File: config.mk
export PLATFORM = sky130hd
export DESIGN_NAME = cory_delay_arb
export DESIGN_NICKNAME = d
export VERILOG_FILES = /design/src/rtl/cory_delay_arb_pkg.sv /design/src/rtl/cory_rr_arb.sv /design/src/rtl/cory_delay_arb.sv
export SDC_FILE = /design/constraint.sdc
export NUM_CORES = 1
export LEC_CHECK = 0
export ABC_CLOCK_PERIOD_IN_PS = 4900
export CAP_MARGIN = 20
export CORE_MARGIN = 3
export CORE_UTILIZATION = 45
export DETAILED_ROUTE_END_ITERATION = 7
export PLACE_DENSITY = 0.81
export SLEW_MARGIN = 20
export SYNTH_ARGS = -nofsm -noshare
export SYNTH_HDL_FRONTEND = slang
export SYNTH_SLANG_ARGS = --single-unit
export TNS_END_PERCENT = 30
File: constraint.sdc
create_clock -name clk -period 4.9 [get_ports clk]
set_clock_uncertainty 0.15 [all_clocks]
set_input_delay 0.98 -clock clk [delete_from_list [all_inputs] [get_ports clk]]
set_output_delay 0.98 -clock clk [all_outputs]
set_load 0.01 [all_outputs]
File: src/rtl/cory_delay_arb_pkg.sv
// Shared definitions for cory_delay_arb: state encodings and a ceil-log2 helper.
package cory_delay_arb_pkg;

  localparam logic [1:0] CORY_DARB_IDLE  = 2'd0;
  localparam logic [1:0] CORY_DARB_COUNT = 2'd1;
  localparam logic [1:0] CORY_DARB_DONE  = 2'd2;

  function automatic int unsigned cory_clog2(input int unsigned v);
    int unsigned r;
    int unsigned p;
    r = 0;
    p = 1;
    while (p < v) begin
      p = p << 1;
      r++;
    end
    return r;
  endfunction

endpackage

File: src/rtl/cory_rr_arb.sv
// Combinational round-robin pick: first asserted request at or above i_ptr, wrapping modulo NR.
module cory_rr_arb #(
  parameter int unsigned NR = 4,
  parameter int unsigned IW = 2
) (
  input  logic [NR-1:0] i_req,
  input  logic [IW-1:0] i_ptr,
  output logic [NR-1:0] o_gnt,
  output logic [IW-1:0] o_id,
  output logic          o_any
);

  localparam int unsigned SW = IW + 1;

  logic [SW-1:0] w_sum;
  logic [IW-1:0] w_idx;

  // One spare bit holds ptr+j before the modulo-NR fold, so non-power-of-2 NR wraps correctly.
  always_comb begin
    o_gnt = '0;
    o_id  = '0;
    o_any = 1'b0;
    w_sum = '0;
    w_idx = '0;
    for (int unsigned j = 0; j < NR; j++) begin
      w_sum = {1'b0, i_ptr} + SW'(j);
      if (w_sum >= SW'(NR)) w_sum = w_sum - SW'(NR);
      w_idx = w_sum[IW-1:0];
      if (!o_any && i_req[w_idx]) begin
        o_any        = 1'b1;
        o_gnt[w_idx] = 1'b1;
        o_id         = w_idx;
      end
    end
  end

endmodule

File: src/rtl/cory_delay_arb.sv
// Round-robin shared delay timer. Optional abort input under CORY_DELAY_ARB_ABORT_EN;
// SIM adds one-hot / counter-stability checks.
module cory_delay_arb
  import cory_delay_arb_pkg::*;
#(
  parameter int unsigned NR = 4,
  parameter int unsigned N  = 8,
  parameter int unsigned IW = cory_clog2(NR)
) (
  input  logic            clk,
  input  logic            reset_n,
  input  logic            i_en,
  input  logic [NR-1:0]   i_a_v,
  input  logic [NR*N-1:0] i_a_preset,
  output logic [NR-1:0]   o_a_r,
  output logic [NR-1:0]   o_z_v,
  output logic [IW-1:0]   o_z_id,
  output logic [N-1:0]    o_z_count,
  output logic            o_busy,
`ifdef CORY_DELAY_ARB_ABORT_EN
  input  logic            i_abort,
`endif
  input  logic [NR-1:0]   i_z_r
);

  logic [1:0]    r_state;
  logic [N-1:0]  r_cnt;
  logic [IW-1:0] r_owner;
  logic [IW-1:0] r_ptr;

  logic [NR-1:0] w_gnt;
  logic [IW-1:0] w_gid;
  logic          w_any;
  logic [N-1:0]  w_preset;
  logic [IW-1:0] w_owner_inc;
  logic          w_abort;

  cory_rr_arb #(
    .NR(NR),
    .IW(IW)
  ) u_rr (
    .i_req (i_a_v),
    .i_ptr (r_ptr),
    .o_gnt (w_gnt),
    .o_id  (w_gid),
    .o_any (w_any)
  );

  assign w_preset    = i_a_preset[32'(w_gid)*N +: N];
  assign w_owner_inc = (r_owner == IW'(NR-1)) ? '0 : r_owner + 1'b1;

`ifdef CORY_DELAY_ARB_ABORT_EN
  assign w_abort = i_abort;
`else
  assign w_abort = 1'b0;
`endif

  always_ff @(posedge clk or negedge reset_n) begin
    if (!reset_n) begin
      r_state <= CORY_DARB_IDLE;
      r_cnt   <= '0;
      r_owner <= '0;
      r_ptr   <= '0;
    end else begin
      case (r_state)
        CORY_DARB_IDLE: begin
          if (w_any) begin
            r_cnt   <= w_preset;
            r_owner <= w_gid;
            r_state <= (w_preset == '0) ? CORY_DARB_DONE : CORY_DARB_COUNT;
          end
        end
        CORY_DARB_COUNT: begin
          // Abort takes priority over the terminal decrement.
          if (w_abort) begin
            r_state <= CORY_DARB_IDLE;
            r_cnt   <= '0;
            r_ptr   <= w_owner_inc;
          end else if (i_en) begin
            r_cnt <= r_cnt - 1'b1;
            if (r_cnt == N'(1)) r_state <= CORY_DARB_DONE;
          end
        end
        CORY_DARB_DONE: begin
          if (i_z_r[r_owner]) begin
            r_state <= CORY_DARB_IDLE;
            r_ptr   <= w_owner_inc;
          end
        end
        default: r_state <= CORY_DARB_IDLE;
      endcase
    end
  end

  // Ready is forced low while reset is held so every output reads zero during reset.
  always_comb begin
    o_a_r = '0;
    o_z_v = '0;
    if (reset_n && (r_state == CORY_DARB_IDLE)) o_a_r = w_gnt;
    if (r_state == CORY_DARB_DONE) o_z_v[r_owner] = 1'b1;
  end

  assign o_z_id    = r_owner;
  assign o_z_count = r_cnt;
  assign o_busy    = (r_state != CORY_DARB_IDLE);

`ifdef SIM
  a_ar_onehot: assert property (@(posedge clk) disable iff (!reset_n) $onehot0(o_a_r));
  a_zv_onehot: assert property (@(posedge clk) disable iff (!reset_n) $onehot0(o_z_v));
  a_done_cnt:  assert property (@(posedge clk) disable iff (!reset_n)
                 (r_state == CORY_DARB_DONE) |=> ((r_state != CORY_DARB_DONE) || $stable(r_cnt)));
`endif

endmodule

==> results.txt, run 1 <==
- The run finished with clean final reports.
- FF-to-FF End: r_state[1]$_DFFE_PN0P_
- Across the run, the number of max-cap violations was 0.
* Maximum vdd drop: 0.268 mV
- The root buffer cell chosen for the clock tree is sky130_fd_sc_hd__clkbuf_8.
* Most repeated library cell on the critical path: sky130_fd_sc_hd__clkdlybuf4s50_1
* Arrival time of data at the critical path endpoint: 3.43 ns
- The final layout contains routed wiring with a total length of 4040 microns.
* CTS max path bufs: 2
- Tracing the worst setup path back leads to its startpoint at i_a_v[2].
- The first global-routing pass estimated 6710 microns of wire.
- Vias in the first global route: 1529
* Number of failing hold endpoints at the final stage: 0
- For this run the aggregate overflow at the end of global routing stands at 0.
- 62 I/O pins were placed.
- Worst R2R Setup Slack: 0.88 ns
- Remaining antenna violation count after routing: 0
- Setup repair after global routing left no endpoint under its margin.
- YS warnings: 0
- Derived from the worst setup path, the maximum achievable clock frequency is 219 MHz.
* Fin worst setup slack: 0.339 ns
- Measured against its own limit, the worst slew margin works out to 0.364.
- Relative to the synthesized area, the layout overhead comes to 39.6%.
* H-Tree Level Count: 1
* Vias per cell: 5.63
- Number of sinks on the clock net: 14
- In the global route stage, overall resource usage came out at 0.187.
- Max-slew violation count: 0
* Clock tree from TritonCTS: done
- The first detailed-routing pass ran for 4 iterations.
- Setup TNS: 0 ns
- The initial antenna violation count is 0.
- Async SR Flop Fraction: 1.00
- The number of antenna diodes in the final layout is 0.
- The initial utilization of the core area, before any placement, comes to 0.490.
- Number of placement rows: 21
- Detailed Route Iter0 Violations: 123
- Post-synthesis sequential area ratio: 0.205
- Entering global routing, the biggest net connects 18 pins.
* Post-synthesis instance area: 1710 sq um
* Cell Chain, Critical Path: clkdlybuf4s50_1 > or3b_1 > a211o_1 > a21oi_1 > or2_2 > a221oi_1 > nor2_1 > clkdlybuf4s50_1
* Worst-path fanout max: 10
* Final Critical Period: 4.56 ns
* Most common cell after layout, fill and taps aside: sky130_fd_sc_hd__clkdlybuf4s50_1
* Ratio of cells with drive above 1 in the final layout: 0.112
- For this run, the slowest stage of the critical path takes 0.63 ns.
* Die Width: 67.7 microns
- Cells after synthesis: 192
- Dividing the final minimum period by the clock period gives 0.931.
- Overall die height: 67.7 microns
* Library cell contributing the largest single delay on the critical path: sky130_fd_sc_hd__clkdlybuf4s50_1
* Primary FF master, synth: sky130_fd_sc_hd__dfrtp_1
* Cell leakage power: 0.000972 uW
- Port buffering added 61 buffers.
- Clock-pin slew was measured on the worst setup and hold paths at 0.07 ns.
* Net count after synthesis: 248
- Post-detailed-route wirelength per cell: 13.7 microns
* Quantity of hold-fixing buffers added after cts: 0
- In this run the post-CTS setup repair buffer count came out at 0.
- Summing over every cut layer, the via total after detailed routing is 1661.
- Kind of critical path: in2out
* Critical path endpoint: o_a_r[0]
- The number of gates resized after CTS was 0.
* Worst min-delay path class: reg2reg
- Die outline area: 4580 sq um
- The design draws 1350 uW.
- At the pin with the least slew margin, the transition time is 0.954 ns.
- Number of storage elements in the synthesis netlist: 14
- The worst register-to-register path begins at r_ptr[1]$_DFFE_PN0P_.
- The region available for standard cell placement spans 3490 sq um.
* Commonest non-fill, non-tap cells in the layout: sky130_fd_sc_hd__clkdlybuf4s50_1 (61), sky130_fd_sc_hd__nor2_1 (20), sky130_fd_sc_hd__mux2i_1 (16)
- STA classifies the critical path startpoint as an input pin.
- In this run, CTS created clock tree buffers numbering 3.
- Depth of the most critical reg-to-reg path: 10
* Clock network latency to the later pin of the worst-skew pair: 0.25 ns
* Number of different library cells in the post-synthesis netlist: 47
* Type of element capturing the critical path: output port
- Setup violations remaining at the end of the flow were counted as 0.
- Placed wire-length estimate after detailed placement: 3240 microns
* Synthesized area per cell: 8.91 sq um
- Number of enable-type register cells in the synthesized netlist: 0
- In this run the power density over the cells is 565 nW/um^2.
- Final Net Count: 306
* Drc violations: 0
- Data required, critical path: 3.77 ns
* Worst setup slack after placement: 0.358 ns
- Routability-driven placement finished with a final weighted congestion of 0.823.
[layout make-up]
cell class	instances	area [sq um]
flip-flops and latches	14	350
repair buffers	65	641
fillers	300	1100
inverters	10	37.5
multi-input cells	156	1250
clock buffers	4	55.1
well taps	46	57.6
[registers in the layout, indices dropped and copies added (netlist names)]
name	count
o_z_count	8
o_z_id	2
r_ptr	2
r_state	2
[kinds of logic (layout without fill, tap and decap cells)]
kind of cell               count (synthesis)  in the layout  share of synthesized area
AOI/OAI and AO/OA                         49             49                      0.196
adders and majority gates                 13             13                     0.0950
buffers and inverters                     22             79                     0.0658
DFF                                       14             14                      0.205
muxes                                     28             28                      0.227
and+or+nand+nor                           66             66                      0.211
[synth_stat cells (4+ instances only)]
cell	instances	area share
sky130_fd_sc_hd__nor2_1	20	0.044
sky130_fd_sc_hd__mux2i_1	16	0.094
sky130_fd_sc_hd__dfrtp_1	14	0.20
sky130_fd_sc_hd__ha_1	13	0.095
sky130_fd_sc_hd__a21oi_1	12	0.035
sky130_fd_sc_hd__o21ai_0	11	0.032
sky130_fd_sc_hd__inv_1	10	0.022
sky130_fd_sc_hd__nand2_1	8	0.018
sky130_fd_sc_hd__nor3_1	7	0.020
sky130_fd_sc_hd__buf_2	6	0.018
sky130_fd_sc_hd__mux4_2	6	0.079
sky130_fd_sc_hd__a22oi_1	5	0.022
sky130_fd_sc_hd__and2_1	5	0.018
sky130_fd_sc_hd__o22ai_1	5	0.018
sky130_fd_sc_hd__a221oi_1	4	0.020
sky130_fd_sc_hd__mux2_2	4	0.026
sky130_fd_sc_hd__nor4_1	4	0.015
[critical path: cells and delay by family]
| kind | cells | cell delay, ns |
|---|---|---|
| and+or+nand+nor | 3 | 0.68 |
| buffers and inverters | 2 | 1.17 |
| AOI/OAI and AO/OA | 3 | 0.60 |
[through the flow]
step                      hold WS, ns  std cells  cell area [sq um]   util
after floorplan                 0.410        192               1710      -
after global placement          0.374        291               2330  0.668
after detailed placement        0.405        291               2330  0.668
after CTS                       0.419        295               2390  0.684
after global routing            0.481        295               2390  0.684
final                           0.401        295               2390  0.684
[layer usage]
| layer | vias to the layer above | part of all wire | global-route usage |
|---|---|---|---|
| li1 | 833 | - | - |
| met3 | 5 | 0.063 | 0.0250 |
| met1 | 770 | 0.48 | 0.266 |
| met5 | - | 0 | 0 |
| met2 | 53 | 0.44 | 0.292 |
| met4 | 0 | 0.013 | 0.0532 |
[power by group]
part | internal (uW) | switching, uW
combinational | 483 | 494
clock | 71.3 | 46.1
sequential | 175 | 80.8
total | 729 | 621
[how the worst min path moves through the flow]
stage                             start                        to  cells past startpoint
6_report       o_z_count[7]$_DFFE_PN0P_  o_z_count[7]$_DFFE_PN0P_                      2
3_3_place_gp   o_z_count[7]$_DFFE_PN0P_  o_z_count[7]$_DFFE_PN0P_                      2
4_1_cts        o_z_count[7]$_DFFE_PN0P_  o_z_count[7]$_DFFE_PN0P_                      2
3_5_place_dp   o_z_count[7]$_DFFE_PN0P_  o_z_count[7]$_DFFE_PN0P_                      2
2_1_floorplan  o_z_count[7]$_DFFE_PN0P_  o_z_count[7]$_DFFE_PN0P_                      2
5_1_grt        o_z_count[3]$_DFFE_PN0P_  o_z_count[3]$_DFFE_PN0P_                      2
No activity file was read; power rests on OpenSTA's default activity.
==> run 2: changes to the inputs <==
--- a/config.mk
+++ b/config.mk
@@ -5,12 +5,12 @@
 export SDC_FILE = /design/constraint.sdc
 export NUM_CORES = 1
 export LEC_CHECK = 0
-export ABC_CLOCK_PERIOD_IN_PS = 4900
+export ABC_CLOCK_PERIOD_IN_PS = 3700
 export CAP_MARGIN = 20
 export CORE_MARGIN = 3
-export CORE_UTILIZATION = 45
+export CORE_UTILIZATION = 41
 export DETAILED_ROUTE_END_ITERATION = 7
-export PLACE_DENSITY = 0.81
+export PLACE_DENSITY = 0.77
 export SLEW_MARGIN = 20
 export SYNTH_ARGS = -nofsm -noshare
 export SYNTH_HDL_FRONTEND = slang
==> constraint.sdc (replaced) <==
create_clock -name clk -period 3.7 [get_ports clk]
set_clock_uncertainty 0.15 [all_clocks]
set_input_delay 0.74 -clock clk [delete_from_list [all_inputs] [get_ports clk]]
set_output_delay 0.74 -clock clk [all_outputs]
set_load 0.01 [all_outputs]
==> results.txt, run 2 (synthesis results as in run 1) <==
- In this run the most used layer during global routing was met2.
* Max-Cap Viols: 0
* Remaining antenna violation count after routing: 0
- Count of filler cells inserted in the layout: 329
- At the worst endpoint, the required time is 2.81 ns.
- The final hold violation count came to 0.
- Worst setup slack after placement: -0.181 ns
- The die covers 4990 sq um.
- Root buffer cell: sky130_fd_sc_hd__clkbuf_8
- Placed wire-length estimate after detailed placement: 3650 microns
* Quantity of hold-fixing buffers added after cts: 0
- Startpoint of the lowest-slack register-to-register path: r_ptr[1]$_DFFE_PN0P_
- Pin count of the biggest net entering global routing: 18
* Critical path launch point type: input pin
- Global-route total usage across every layer: 0.172
* Clock-pin slew on the worst setup and hold paths: 0.06 ns
- The path with the worst hold slack has its endpoint at o_z_count[7]$_DFFE_PN0P_.
* WHS: 0.394 ns
- Number of sinks on the clock net: 14
- The signal on the critical path passes through clkdlybuf4s50_1 > mux4_2 > buf_4 > a22oi_1 > nor2_1 > a221oi_1 > nor2_1 > dlygate4sd2_1.
- Drc violations: 0
- TritonCTS built the clock tree.
- Buffers placed on the I/O ports in this run total 61.
* Ratio of cells with drive above 1 in the final layout: 0.201
- The first detailed-routing pass ran for 4 iterations.
- Summed over all layers, the global routing overflow is 0.
- H-Tree Level Count: 1
- Maximum vdd drop: 0.320 mV
- Vias: 1787
* Most repeated library cell on the critical path: sky130_fd_sc_hd__nor2_1
- At the pin with the least slew margin, the transition time is 0.724 ns.
* Number of instances in the placed design: 312
* Final Critical Period: 3.63 ns
- Post-detailed-route wirelength per cell: 14.0 microns
* Vias per cell: 5.57
* Most common cell after layout, fill and taps aside: sky130_fd_sc_hd__clkdlybuf4s50_1
* Detailed Route Iter0 Violations: 121
- Library cell contributing the largest single delay on the critical path: sky130_fd_sc_hd__mux4_2
* Number of cells on the worst hold path: 2
* Gpl congestion: 0.859
- Commonest non-fill, non-tap cells in the layout: sky130_fd_sc_hd__clkdlybuf4s50_1 (55), sky130_fd_sc_hd__buf_4 (26), sky130_fd_sc_hd__nor2_1 (20)
- STA puts the critical path data arrival time at 2.74 ns.
- Vias in the first global route: 1646
- Type of element capturing the critical path: output port
- Outcome: finished, final reports clean
- For this run, the slowest stage of the critical path takes 0.56 ns.
- Largest register FFs: 8
* Area of the placeable core: 3830 sq um
- Overall die height: 70.6 microns
- In this run the tightest slew margin relative to its limit is 0.513.
- For this design the static power due to leakage is 0.00113 uW.
* Number of placement rows: 22
* Kind of critical path: in2out
- Dividing the final minimum period by the clock period gives 0.981.
* Fin worst setup slack: 0.0710 ns
- In this run the critical register-to-register path is captured at r_state[1]$_DFFE_PN0P_.
- 62 I/O pins were placed.
- For this configuration, the core starts out at a cell density of 0.447.
- The initial antenna violation count is 0.
- Leaving out filler cells and counting taps, the final layout contains 321.
* Upper clock frequency limit: 276 MHz
* Worst min-delay path class: reg2reg
- Areal power density over the cells: 761 nW/um^2
- No sink is reached through more buffers than the 2 on the longest clock path.
- Worst-path fanout max: 5
- In this run the most critical hold path is launched from o_z_count[7]$_DFFE_PN0P_.
- For this run, global-route usage on met1 was measured as 0.231.
* Global-route wire length before repair: 7170 microns
* Area delta synth->final: 51.9%
- Setup total negative slack on the finished layout was measured at 0 ns.
* M3 GR Usage: 0.0213
* Diode count: 0
- Summing all multi-input logic gate instances after layout gives 1270 sq um.
- The number of pins with negative max-slew slack in the final report came to 0.
- Met2 capacity usage during global routing: 0.288
- For this block, the routed nets add up to 4500 microns of wire.
- Total power draw: 1980 uW
- Die Width: 70.6 microns
- The worst register-to-register path has a setup slack of 0.15 ns.
- Setup-violating endpoint count in the final report: 0
- The number of cells on the worst reg-to-reg path is 11.
- Registers take 350 sq um.
- On the critical path the largest part of the delay comes from buffers and inverters.
- Clock buffers created by TritonCTS: 3
- Final Net Count: 330
- Clock network latency to the later pin of the worst-skew pair: 0.25 ns
- The number of buffers and inverters on the critical path is 3.
## run 2: per-stage QoR
step / instance area [sq um] / utilization
final: 2600 / 0.680
after global routing: 2600 / 0.680
after CTS: 2550 / 0.666
after detailed placement: 2480 / 0.648
after global placement: 2480 / 0.648
after floorplan: 1710 / -
## run 2: layout make-up
| type | instances | share of cell area |
|---|---|---|
| Sequential cell | 14 | 0.135 |
| Multi-Input combinational cell | 156 | 0.488 |
| Inverter | 10 | 0.0144 |
| Timing Repair Buffer | 89 | 0.319 |
| Tap cell | 48 | 0.0231 |
| Clock buffer | 4 | 0.0212 |
## run 2: tightest hold or removal path, delay by kind of cell (launching register included)
family / cells / cell delay, ns
DFF: 1 / 0.36
AOI/OAI and AO/OA: 2 / 0.14
## run 2: report_power, final
part | internal (uW) | switching (uW)
sequential | 232 | 89.6
clock | 94.4 | 54.7
combinational | 776 | 733
total | 1100 | 877
## run 2: what timing repair did
| item | 4_1_cts | 5_1_grt |
|---|---|---|
| pin swaps | 0 | 4 |
| endpoints found under the hold margin | 0 | 0 |
| gates cloned | 0 | 0 |
| resized for setup | 7 | 6 |
| buffers inserted | 1 | 4 |
| endpoints found under the setup margin | 4 | 3 |
## run 2: routing by layer
| metal | vias to the layer above | share of wire |
|---|---|---|
| li1 | 879 | - |
| met3 | 7 | 0.064 |
| met2 | 63 | 0.47 |
| met4 | 0 | 0.014 |
| met5 | - | 0 |
| met1 | 838 | 0.45 |
## run 2: worst max-delay path by stage
stage / start / to / slack, ns / cells after the start
after detailed placement: i_a_v[2] / o_a_r[0] / -0.18 / 9
final: i_a_v[0] / o_a_r[2] / 0.07 / 8
after global routing: i_a_v[0] / o_a_r[3] / -0.002 / 8
after global placement: i_a_v[2] / o_a_r[3] / -0.13 / 9
after floorplan: r_ptr[0]$_DFFE_PN0P_ / r_state[1]$_DFFE_PN0P_ / 0.06 / 12
after CTS: i_a_v[2] / r_state[1]$_DFFE_PN0P_ / 0.02 / 11
